File: src/rtl/if_fetch_pkg.sv
// Shared widths, reset PC, FSM encoding and FIFO entry type for the instruction fetch stage.
package if_fetch_pkg;

    localparam int INST_W     = 32;
    localparam int XLEN       = 64;
    localparam int FIFO_DEPTH = 2;

    localparam logic [XLEN-1:0] RESET_PC_DEFAULT = 64'h0000_0000_8000_0000;

    typedef enum logic [1:0] {
        S_IDLE = 2'd0,
        S_WAIT = 2'd1,
        S_DROP = 2'd2
    } fetch_state_e;

    typedef struct packed {
        logic [INST_W-1:0] inst;
        logic [XLEN-1:0]   pc;
    } fetch_entry_t;

    function automatic logic [XLEN-1:0] align_pc(input logic [XLEN-1:0] pc);
        return {pc[XLEN-1:2], 2'b00};
    endfunction

endpackage

File: src/rtl/if_fetch_if.sv
// Instruction-memory request/response bus between the fetch stage (master) and memory (slave).
interface if_fetch_if;
    import if_fetch_pkg::*;

    logic              imem_req_valid;
    logic              imem_req_ready;
    logic [XLEN-1:0]   imem_req_addr;
    logic              imem_rsp_valid;
    logic [INST_W-1:0] imem_rsp_data;

    modport master (
        output imem_req_valid, imem_req_addr,
        input  imem_req_ready, imem_rsp_valid, imem_rsp_data
    );

    modport slave (
        input  imem_req_valid, imem_req_addr,
        output imem_req_ready, imem_rsp_valid, imem_rsp_data
    );

endinterface

File: src/rtl/if_fetch_fifo.sv
// Two-entry instruction FIFO with flush; pointers wrap modulo 2, simultaneous push/pop keeps count.
module if_fetch_fifo
    import if_fetch_pkg::*;
(
    input  logic         clk,
    input  logic         rst,
    input  logic         push,
    input  fetch_entry_t push_data,
    input  logic         pop,
    input  logic         flush,
    output fetch_entry_t head,
    output logic         full,
    output logic         empty,
    output logic [1:0]   count
);

    fetch_entry_t mem_q [FIFO_DEPTH];
    fetch_entry_t mem_d [FIFO_DEPTH];
    logic         wr_ptr_q, wr_ptr_d;
    logic         rd_ptr_q, rd_ptr_d;
    logic [1:0]   count_q,  count_d;

    // NOTE: every always_comb output gets a default first so no path infers a latch.
    always_comb begin
        mem_d    = mem_q;
        wr_ptr_d = wr_ptr_q;
        rd_ptr_d = rd_ptr_q;
        count_d  = count_q;
        if (flush) begin
            wr_ptr_d = 1'b0;
            rd_ptr_d = 1'b0;
            count_d  = 2'd0;
        end else begin
            if (push) begin
                mem_d[wr_ptr_q] = push_data;
                wr_ptr_d        = wr_ptr_q + 1'b1;
            end
            if (pop) begin
                rd_ptr_d = rd_ptr_q + 1'b1;
            end
            unique case ({push, pop})
                2'b10:   count_d = count_q + 2'd1;
                2'b01:   count_d = count_q - 2'd1;
                default: count_d = count_q;
            endcase
        end
    end

    // NOTE: sequential state uses non-blocking assignments only; storage is reset too
    // (two entries) so the head reads zero straight out of reset.
    always_ff @(posedge clk) begin
        if (rst) begin
            mem_q    <= '{default: '0};
            wr_ptr_q <= 1'b0;
            rd_ptr_q <= 1'b0;
            count_q  <= 2'd0;
        end else begin
            mem_q    <= mem_d;
            wr_ptr_q <= wr_ptr_d;
            rd_ptr_q <= rd_ptr_d;
            count_q  <= count_d;
        end
    end

    assign head  = mem_q[rd_ptr_q];
    assign count = count_q;
    assign empty = (count_q == 2'd0);
    assign full  = (count_q == 2'(FIFO_DEPTH));

endmodule

File: src/rtl/if_fetch.sv
// Instruction fetch stage: single-outstanding imem requests, redirect handling, 2-entry decode FIFO.
module if_fetch
    import if_fetch_pkg::*;
#(
    parameter logic [XLEN-1:0] RESET_PC = RESET_PC_DEFAULT
)(
    input  logic              clk,
    input  logic              rst,
    if_fetch_if.master        imem,
    input  logic              redirect_valid,
    input  logic [XLEN-1:0]   redirect_pc,
    output logic              inst_valid,
    input  logic              inst_ready,
    output logic [INST_W-1:0] inst,
    output logic [XLEN-1:0]   inst_pc
);

    fetch_state_e    state_q, state_d;
    logic [XLEN-1:0] fetch_pc_q, fetch_pc_d;
    logic [XLEN-1:0] req_pc_q, req_pc_d;

    logic         outstanding;
    logic         credit_ok;
    logic         req_valid;
    logic         req_hs;
    logic         rsp_keep;
    logic         fifo_pop;
    logic         fifo_full;
    logic         fifo_empty;
    logic [1:0]   fifo_count;
    fetch_entry_t fifo_head;

    // Only one request may be in flight, so the credit sum is effectively checked in IDLE;
    // this gives one instruction every two cycles against a one-cycle memory.
    assign outstanding = (state_q != S_IDLE);
    assign credit_ok   = (fifo_count + {1'b0, outstanding}) < 2'd2;
    assign req_valid   = !rst && !redirect_valid && !outstanding && credit_ok;
    assign req_hs      = req_valid && imem.imem_req_ready;
    assign rsp_keep    = (state_q == S_WAIT) && imem.imem_rsp_valid && !redirect_valid;

    assign imem.imem_req_valid = req_valid;
    assign imem.imem_req_addr  = fetch_pc_q;

    always_comb begin
        state_d    = state_q;
        fetch_pc_d = fetch_pc_q;
        req_pc_d   = req_pc_q;

        if (redirect_valid) begin
            fetch_pc_d = align_pc(redirect_pc);
        end else if (req_hs) begin
            fetch_pc_d = fetch_pc_q + 64'd4;
            req_pc_d   = fetch_pc_q;
        end

        unique case (state_q)
            S_IDLE: if (req_hs) state_d = S_WAIT;
            S_WAIT: begin
                if (redirect_valid) begin
                    state_d = imem.imem_rsp_valid ? S_IDLE : S_DROP;
                end else if (imem.imem_rsp_valid) begin
                    state_d = req_hs ? S_WAIT : S_IDLE;
                end
            end
            S_DROP: if (imem.imem_rsp_valid) state_d = S_IDLE;
            default: state_d = S_IDLE;
        endcase
    end

    always_ff @(posedge clk) begin
        if (rst) begin
            state_q    <= S_IDLE;
            fetch_pc_q <= RESET_PC;
            req_pc_q   <= '0;
        end else begin
            state_q    <= state_d;
            fetch_pc_q <= fetch_pc_d;
            req_pc_q   <= req_pc_d;
        end
    end

    if_fetch_fifo u_fifo (
        .clk       (clk),
        .rst       (rst),
        .push      (rsp_keep),
        .push_data ('{inst: imem.imem_rsp_data, pc: req_pc_q}),
        .pop       (fifo_pop),
        .flush     (redirect_valid),
        .head      (fifo_head),
        .full      (fifo_full),
        .empty     (fifo_empty),
        .count     (fifo_count)
    );

    assign inst_valid = !rst && !fifo_empty && !redirect_valid;
    assign fifo_pop   = inst_valid && inst_ready;
    assign inst       = fifo_head.inst;
    assign inst_pc    = fifo_head.pc;

    // The credit rule makes a push into a full FIFO impossible.
    always @(posedge clk) begin
        if (!rst) assert (!(rsp_keep && fifo_full));
    end

endmodule

File: src/flat_wrapper.sv
// flat-port wrapper written by rule: the top's interface ports become plain ports
module if_fetch_flat import if_fetch_pkg::*;
#(
    parameter logic [XLEN-1:0] RESET_PC = RESET_PC_DEFAULT
)
  (clk, rst, redirect_valid, redirect_pc, inst_valid, inst_ready, inst, inst_pc, imem_imem_req_valid, imem_imem_req_addr, imem_imem_req_ready, imem_imem_rsp_valid, imem_imem_rsp_data);
  if_fetch_if imem_i ();
  input  logic clk;
  input  logic rst;
  input  logic redirect_valid;
  input  logic [XLEN-1:0] redirect_pc;
  output logic inst_valid;
  input  logic inst_ready;
  output logic [INST_W-1:0] inst;
  output logic [XLEN-1:0] inst_pc;
  output wire logic [$bits(imem_i.imem_req_valid)-1:0] imem_imem_req_valid;
  output wire logic [$bits(imem_i.imem_req_addr)-1:0] imem_imem_req_addr;
  input wire logic [$bits(imem_i.imem_req_ready)-1:0] imem_imem_req_ready;
  input wire logic [$bits(imem_i.imem_rsp_valid)-1:0] imem_imem_rsp_valid;
  input wire logic [$bits(imem_i.imem_rsp_data)-1:0] imem_imem_rsp_data;
  assign imem_imem_req_valid = imem_i.imem_req_valid;
  assign imem_imem_req_addr = imem_i.imem_req_addr;
  assign imem_i.imem_req_ready = imem_imem_req_ready;
  assign imem_i.imem_rsp_valid = imem_imem_rsp_valid;
  assign imem_i.imem_rsp_data = imem_imem_rsp_data;
  if_fetch #(.RESET_PC(RESET_PC)) u_core (.clk(clk), .rst(rst), .imem(imem_i), .redirect_valid(redirect_valid), .redirect_pc(redirect_pc), .inst_valid(inst_valid), .inst_ready(inst_ready), .inst(inst), .inst_pc(inst_pc));
endmodule
File: config.mk
export PLATFORM = sky130hd
export DESIGN_NAME = if_fetch_flat
export DESIGN_NICKNAME = d
export VERILOG_FILES = /design/src/rtl/if_fetch_pkg.sv /design/src/rtl/if_fetch_if.sv /design/src/rtl/if_fetch_fifo.sv /design/src/rtl/if_fetch.sv /design/src/flat_wrapper.sv
export SDC_FILE = /design/constraint.sdc
export NUM_CORES = 1
export LEC_CHECK = 0
export CAP_MARGIN = 20
export CORE_AREA = 3 3 167 169
export CTS_CLUSTER_SIZE = 25
export DETAILED_ROUTE_END_ITERATION = 6
export DIE_AREA = 0 0 170 172
export HOLD_SLACK_MARGIN = 0.02
export PLACE_DENSITY_LB_ADDON = 0.05
export SLEW_MARGIN = 20
export SYNTH_ARGS = -nofsm -noshare
export SYNTH_HDL_FRONTEND = slang
export SYNTH_SLANG_ARGS = --single-unit
File: constraint.sdc
create_clock -name clk -period 3 [get_ports clk]
set_input_delay 0.6 -clock clk [delete_from_list [all_inputs] [get_ports clk]]
set_output_delay 0.6 -clock clk [all_outputs]
set_load 0.005 [all_outputs]
# [Word-level counts from Yosys, hierarchy flattened]
# Index checks and enable logic that the tools add are counted.
[totals] ff_bits=326 latch_bits=0 ram_bits=0 mem_bits_ro=0 input_bits=102 out_inout_bits=162 elab_cells=70 mem_count=0
[classes] add_sub_neg=6 n_mul=0 div_mod_pow=0 magnitude_cmp=4 eq_ne=7 shifts=0 muxes=16 bitwise_logic=3 n_reduce_logical=23
[ops] operator="two-way mux 96 bit" n=4
[ops] operator="bitwise mux 192 bit" n=1
[ops] operator="two-way mux 64 bit" n=2
[ops] operator="demux 96 bit (select 1 bit)" n=1
[ops] operator="adder 64 x 3 -> 64 bit (second input constant)" n=1
[ops] operator="logical AND 1 bit" n=10
[ops] operator="two-way mux 2 bit" n=5
[ops] operator="case mux 2 bit (3 select lines)" n=1
[ops] operator="nonzero test 2 bit" n=3
[ops] operator="== test 2 x 1 -> 1 bit (second input constant)" n=2
[ops] operator="== test 2 bit (second input constant)" n=2
[ops] operator=">= comparator 2 bit (second input constant)" n=2
[ops] operator="zero test 1 bit" n=4
[ops] operator="zero test 2 bit" n=2
[ops] operator="NOT 1 -> 2 bit" n=2
[ops] operator="case mux 2 bit (2 select lines)" n=1
[ops] operator="AND reduction 2 bit" n=2
[ops] operator="!= test 3 bit (second input constant)" n=1
[ops] operator="AND reduction 3 bit" n=1
[ops] operator="adder 1 bit (second input constant)" n=2
[ops] operator="adder 2 x 1 -> 2 bit" n=1
[ops] operator="adder 2 x 1 -> 2 bit (second input constant)" n=1
[ops] operator="< comparator 2 x 1 -> 1 bit (second input constant)" n=1
[ops] operator="< comparator 2 bit (second input constant)" n=1
[ops] operator="other kinds (6)" n=6

# [Depth between registers and ports, before layout]
[depth] ltp_word=9 ltp_mapped=9 ltp_nobuf=7

# [Cells and area by module]
# Synthesis repeated with hierarchy kept, for this count alone.
[unflattened] cells_unflattened=1749 hier_area_um2=13922.1
[by_module_without_submodules] mod="if_fetch_fifo" instances=1 cells_each=962 area_per_inst_um2=7911.3 seq_area_each_um2=3923.8
[by_module_without_submodules] mod="if_fetch" instances=1 cells_each=787 area_per_inst_um2=6010.8 seq_area_each_um2=2522.4

# [Least setup slack after synthesis]
# OpenSTA, ideal clock, no wires.
[synth_timing] path_kind="input to register" start="in rst" end="reg u_core.fetch_pc_q[46] (netlist: u_core.imem.imem_req_addr[46])" setup_time_ns=0.070 arrival_ns=2.491 required_ns=2.930 slack_ns=0.439 cell_stages=8 n_path_buf=3 cell_sequence="buf_2 > or2_1 > buf_6 > or4_4 > buf_2 > nor4_1 > mux2_2 > a21oi_1"
[synth_via] elab_chain_len=6
[synth_lines] item="start, declared" line="flat_wrapper.sv:9" text="input logic rst;"
[synth_lines] item="zero test 1 bit" line="if_fetch.sv:37" text="assign req_valid = !rst && !redirect_valid && !outstanding && credit_ok;"
[synth_lines] item="logical AND 1 bit (3 in series)" line="if_fetch.sv:37"
[synth_lines] item="logical AND 1 bit" line="if_fetch.sv:38" text="assign req_hs = req_valid && imem.imem_req_ready;"
[synth_lines] item="nonzero test 2 bit (no line)"
[synth_lines] item="end signal, assigned" line="if_fetch.sv:77" text="fetch_pc_q <= fetch_pc_d;"
[synth_lines] item="end, declared" line="if_fetch.sv:19" text="logic [XLEN-1:0] fetch_pc_q, fetch_pc_d;"
# Several ways; a longest one is shown, not always the timed one.
# A chain may end at the register's enable or synchronous reset.

# [Final worst setup path]
[layout_timing] start="reg u_core.u_fifo.rd_ptr_q" end="out inst_pc[26]"
[layout_via] elab_chain_len=4
[layout_lines] item="start, declared" line="if_fetch_fifo.sv:20" text="logic rd_ptr_q, rd_ptr_d;"
[layout_lines] item="start signal, assigned" line="if_fetch_fifo.sv:60" text="rd_ptr_q <= rd_ptr_d;"
[layout_lines] item="NOT 1 -> 2 bit (not written as such)" line="if_fetch_fifo.sv:65" text="assign head = mem_q[rd_ptr_q];"
[layout_lines] item="two-way mux 96 bit (not written as such) (3 in series)" line="if_fetch_fifo.sv:65"
[layout_lines] item="end, declared" line="flat_wrapper.sv:15" text="output logic [XLEN-1:0] inst_pc;"
# Every way passes these cells. The select of a mux whose other input is x is not followed.

==> out/qor.yml <==
outcome:
  status: "completed"
cts:
  cts_tree: "done"
  h-tree-depth: 2
  hold_buffers: 0
  path_clk_slew_ns: 0.06
  post_cts_resized: 0
  clockRootBuffer: "clkbuf_16"
  cts-buffers-inserted: 35
  clock-sinks: 318
  cts_setup_buffers: 0
  clkLatencyLatePin_ns: 0.51
  cts.path.max_buffers: 3
floorplanning:
  core_um2: 26700
  io-pin-count: 264
  fp.dieArea_um2: 29200
  start_util_pct: 51.1
  rows: 60
  die_y_um: 172
  fp.dieW_um: 170
worst_setup_path:
  cp.required_ns: 2.40
  r2r_end: "u_core.imem.imem_req_addr[46]"
  critPathKind: "reg2out"
  worstReg2RegStart: "u_core.imem.imem_req_addr[16]"
  start_kind: "flip-flop"
  endpoint_kind: "primary output"
  cp_max_fo: 23
  rr_worst_depth: 6
  reg2reg_slack_ns: 0.27
  cp.arrival_ns: 2.14
synthesis:
  seq_area_frac_synth_pct: 46.6
  synthArstFlopShare_pct: 0
  ys.flop_type: "dfxtp_1"
  avgSynthCellArea_um2: 7.90
  yosysWarnings: 0
  ys_ff_latch: 318
  synth.cell_area_um2: 13700
  synthCells: 1729
  ys_types: 53
  synth_edf_count: 0
global_routing:
  antenna_found_initial: 7
  grtUsageTotal_pct: 27.1
  grt_pass1_vias: 12487
  grt_max_degree: 106
  grt_overflow_total: 0
  grt_pass1_wl_um: 64800
hold_path:
  whs_endpoint: "u_core.u_fifo.mem_q[33]"
  hp-class: "reg2reg"
  hp-start: "u_core.u_fifo.mem_q[33]"
  hold_depth: 2
layout:
  layout-drive-gt1-share_pct: 11.0
  multi_input_area_um2: 6780
  layout_common_cells: "nand2_1, dfxtp_1, a21oi_1"
  fin_nets: 2042
  fillers: 2309
  mostFrequentLayoutCell: "nand2_1"
  synthToLayoutAreaGrowth_pct: 30.0
  design_area_um2: 17700
  layout.area.seq_um2: 6370
placed_design:
  dp_slack_ns: 0.191
  placed_area_um2: 16600
  dp.final_hpwl_um: 26500
  numPortBuffers: 257
  routabilityCongestion: 0.828
sta:
  fin_crit_sh_pct: 91.3
  hold_viol: 0
  setup_viol: 0
  worstMarginPinSlew_ns: 1.10
  max_freq_ghz: 0.365
  max_slew_margin_pct: 26.4
  hold_slack_ns: 0.450
  skew_ns: 0.00848
  slew_violations: 0
  fin_setup_tns_ns: 0
  rsz0062_at_grt: "false"
  setup_ws_ns: 0.262
  period_needed_ns: 2.74
pwr:
  power_density_nw_per_um2: 529
  power.leakage_nw: 5.98
  ir_drop_mv: 0.399
  power_mw: 9.39
drt:
  drt_iter0_drc: 811
  avgViaCountPerCell: 5.59
  drc: 0
  routed_wl_um: 41100
  drtPass1Iterations: 5
  wire_per_inst_um: 17.8
  vias: 12893
  postRouteAntennaNets: 0
run:
  drv_cap: 0
==> flip-flops by register name, summed over array words and instances (netlist names) <==
signal and flops:
u_core.req_pc_q 62, u_core.u_fifo.count 2, u_core.state_q 2, u_core.u_fifo.wr_ptr_q 1
u_core.u_fifo.mem_q 188, u_core.imem.imem_req_addr 62, u_core.u_fifo.rd_ptr_q 1
==> critical path, cell delays in order, from the launching register on <==
cell and delay, ns:
dfxtp_4 0.36, buf_4 0.39, mux2_2 0.42, clkdlybuf4s50_1 0.45
==> cell families (layout without fill, tap and decap cells) <==
logic type               after synthesis  count (layout)  synth area share (%)
multiplexers                         102             102                  8.39
AND/OR/NAND/NOR                      767             767                  24.0
other                                  1               5                0.0275
adder cells (fa/ha/maj)                2               2                 0.183
flip-flops                           318             318                  46.6
buffers and inverters                137             368                  4.04
AO/OA/AOI/OAI                        370             370                  14.7
XOR/XNOR                              32              32                  2.05
==> synthesized netlist by cell type, drive strengths merged, types with 3 or more instances <==
master,n,area [um^2]
dfxtp,318,6370
or4,3,26.3
o211ai,4,30.0
o22ai,8,50.1
nor2,56,210
mux2,99,1110
a31oi,12,75.1
nand2,553,2080
a211oi,9,72.6
nor3,22,115
xor2,10,87.6
a22oi,3,22.5
and2,8,50.1
clkbuf,107,402
nand2b,3,18.8
and4,7,61.3
buf,25,131
a41oi,3,26.3
a21oi,300,1500
and3,17,106
o21ai,12,60.1
nand4,31,194
mux2i,3,30.0
inv,5,18.8
xnor2,22,193
a211o,3,26.3
o311ai,5,43.8
nor4,20,150
or3,9,56.3
nand3,32,160
==> metal layers <==
layer,wire length [um],up-vias,track usage [%]
li1,-,6294,-
met1,17400,6108,34.7
met2,19300,387,44.6
met3,3070,96,7.29
met4,1280,8,9.35
met5,58,-,0.167
==> power by group <==
group	switching, mW	leakage, nW	total [mW]	internal [mW]
combinational	0.321	2.82	0.646	0.326
sequential	0.103	2.58	4.40	4.29
clock	1.73	0.584	4.35	2.62
total	2.15	5.98	9.39	7.24
==> area by class of cell <==
class                      instances  share of cell area [%]
inverter                           5                   0.106
antenna                            1                  0.0141
clock buffer                      48                    5.91
clock inverter                    14                   0.726
tap                              341                    2.40
timing repair buffer             301                    16.8
sequential                       318                    35.9
multi-input combinational       1277                    38.2
==> per-stage QoR <==
stage,cells,utilization [%]
detailed placement,2242,62.0
floorplan,1732,-
global placement,2242,62.0
global route,2305,66.4
finish,2305,66.4
CTS,2304,66.4
==> worst max-delay path by stage <==
stage / from / to / slack [ns] / cells past startpoint
3_5_place_dp: imem_imem_req_ready / u_core.imem.imem_req_addr[43] / 0.19 / 7
6_report: u_core.u_fifo.rd_ptr_q / inst_pc[26] / 0.26 / 3
3_3_place_gp: imem_imem_req_ready / u_core.imem.imem_req_addr[35] / 0.20 / 7
2_1_floorplan: rst / u_core.imem.imem_req_addr[46] / 0.44 / 8
5_1_grt: u_core.imem.imem_req_addr[19] / u_core.imem.imem_req_addr[61] / 0.17 / 6
4_1_cts: u_core.u_fifo.rd_ptr_q / inst_pc[62] / 0.21 / 3
No activity file was read; power rests on OpenSTA's default activity.
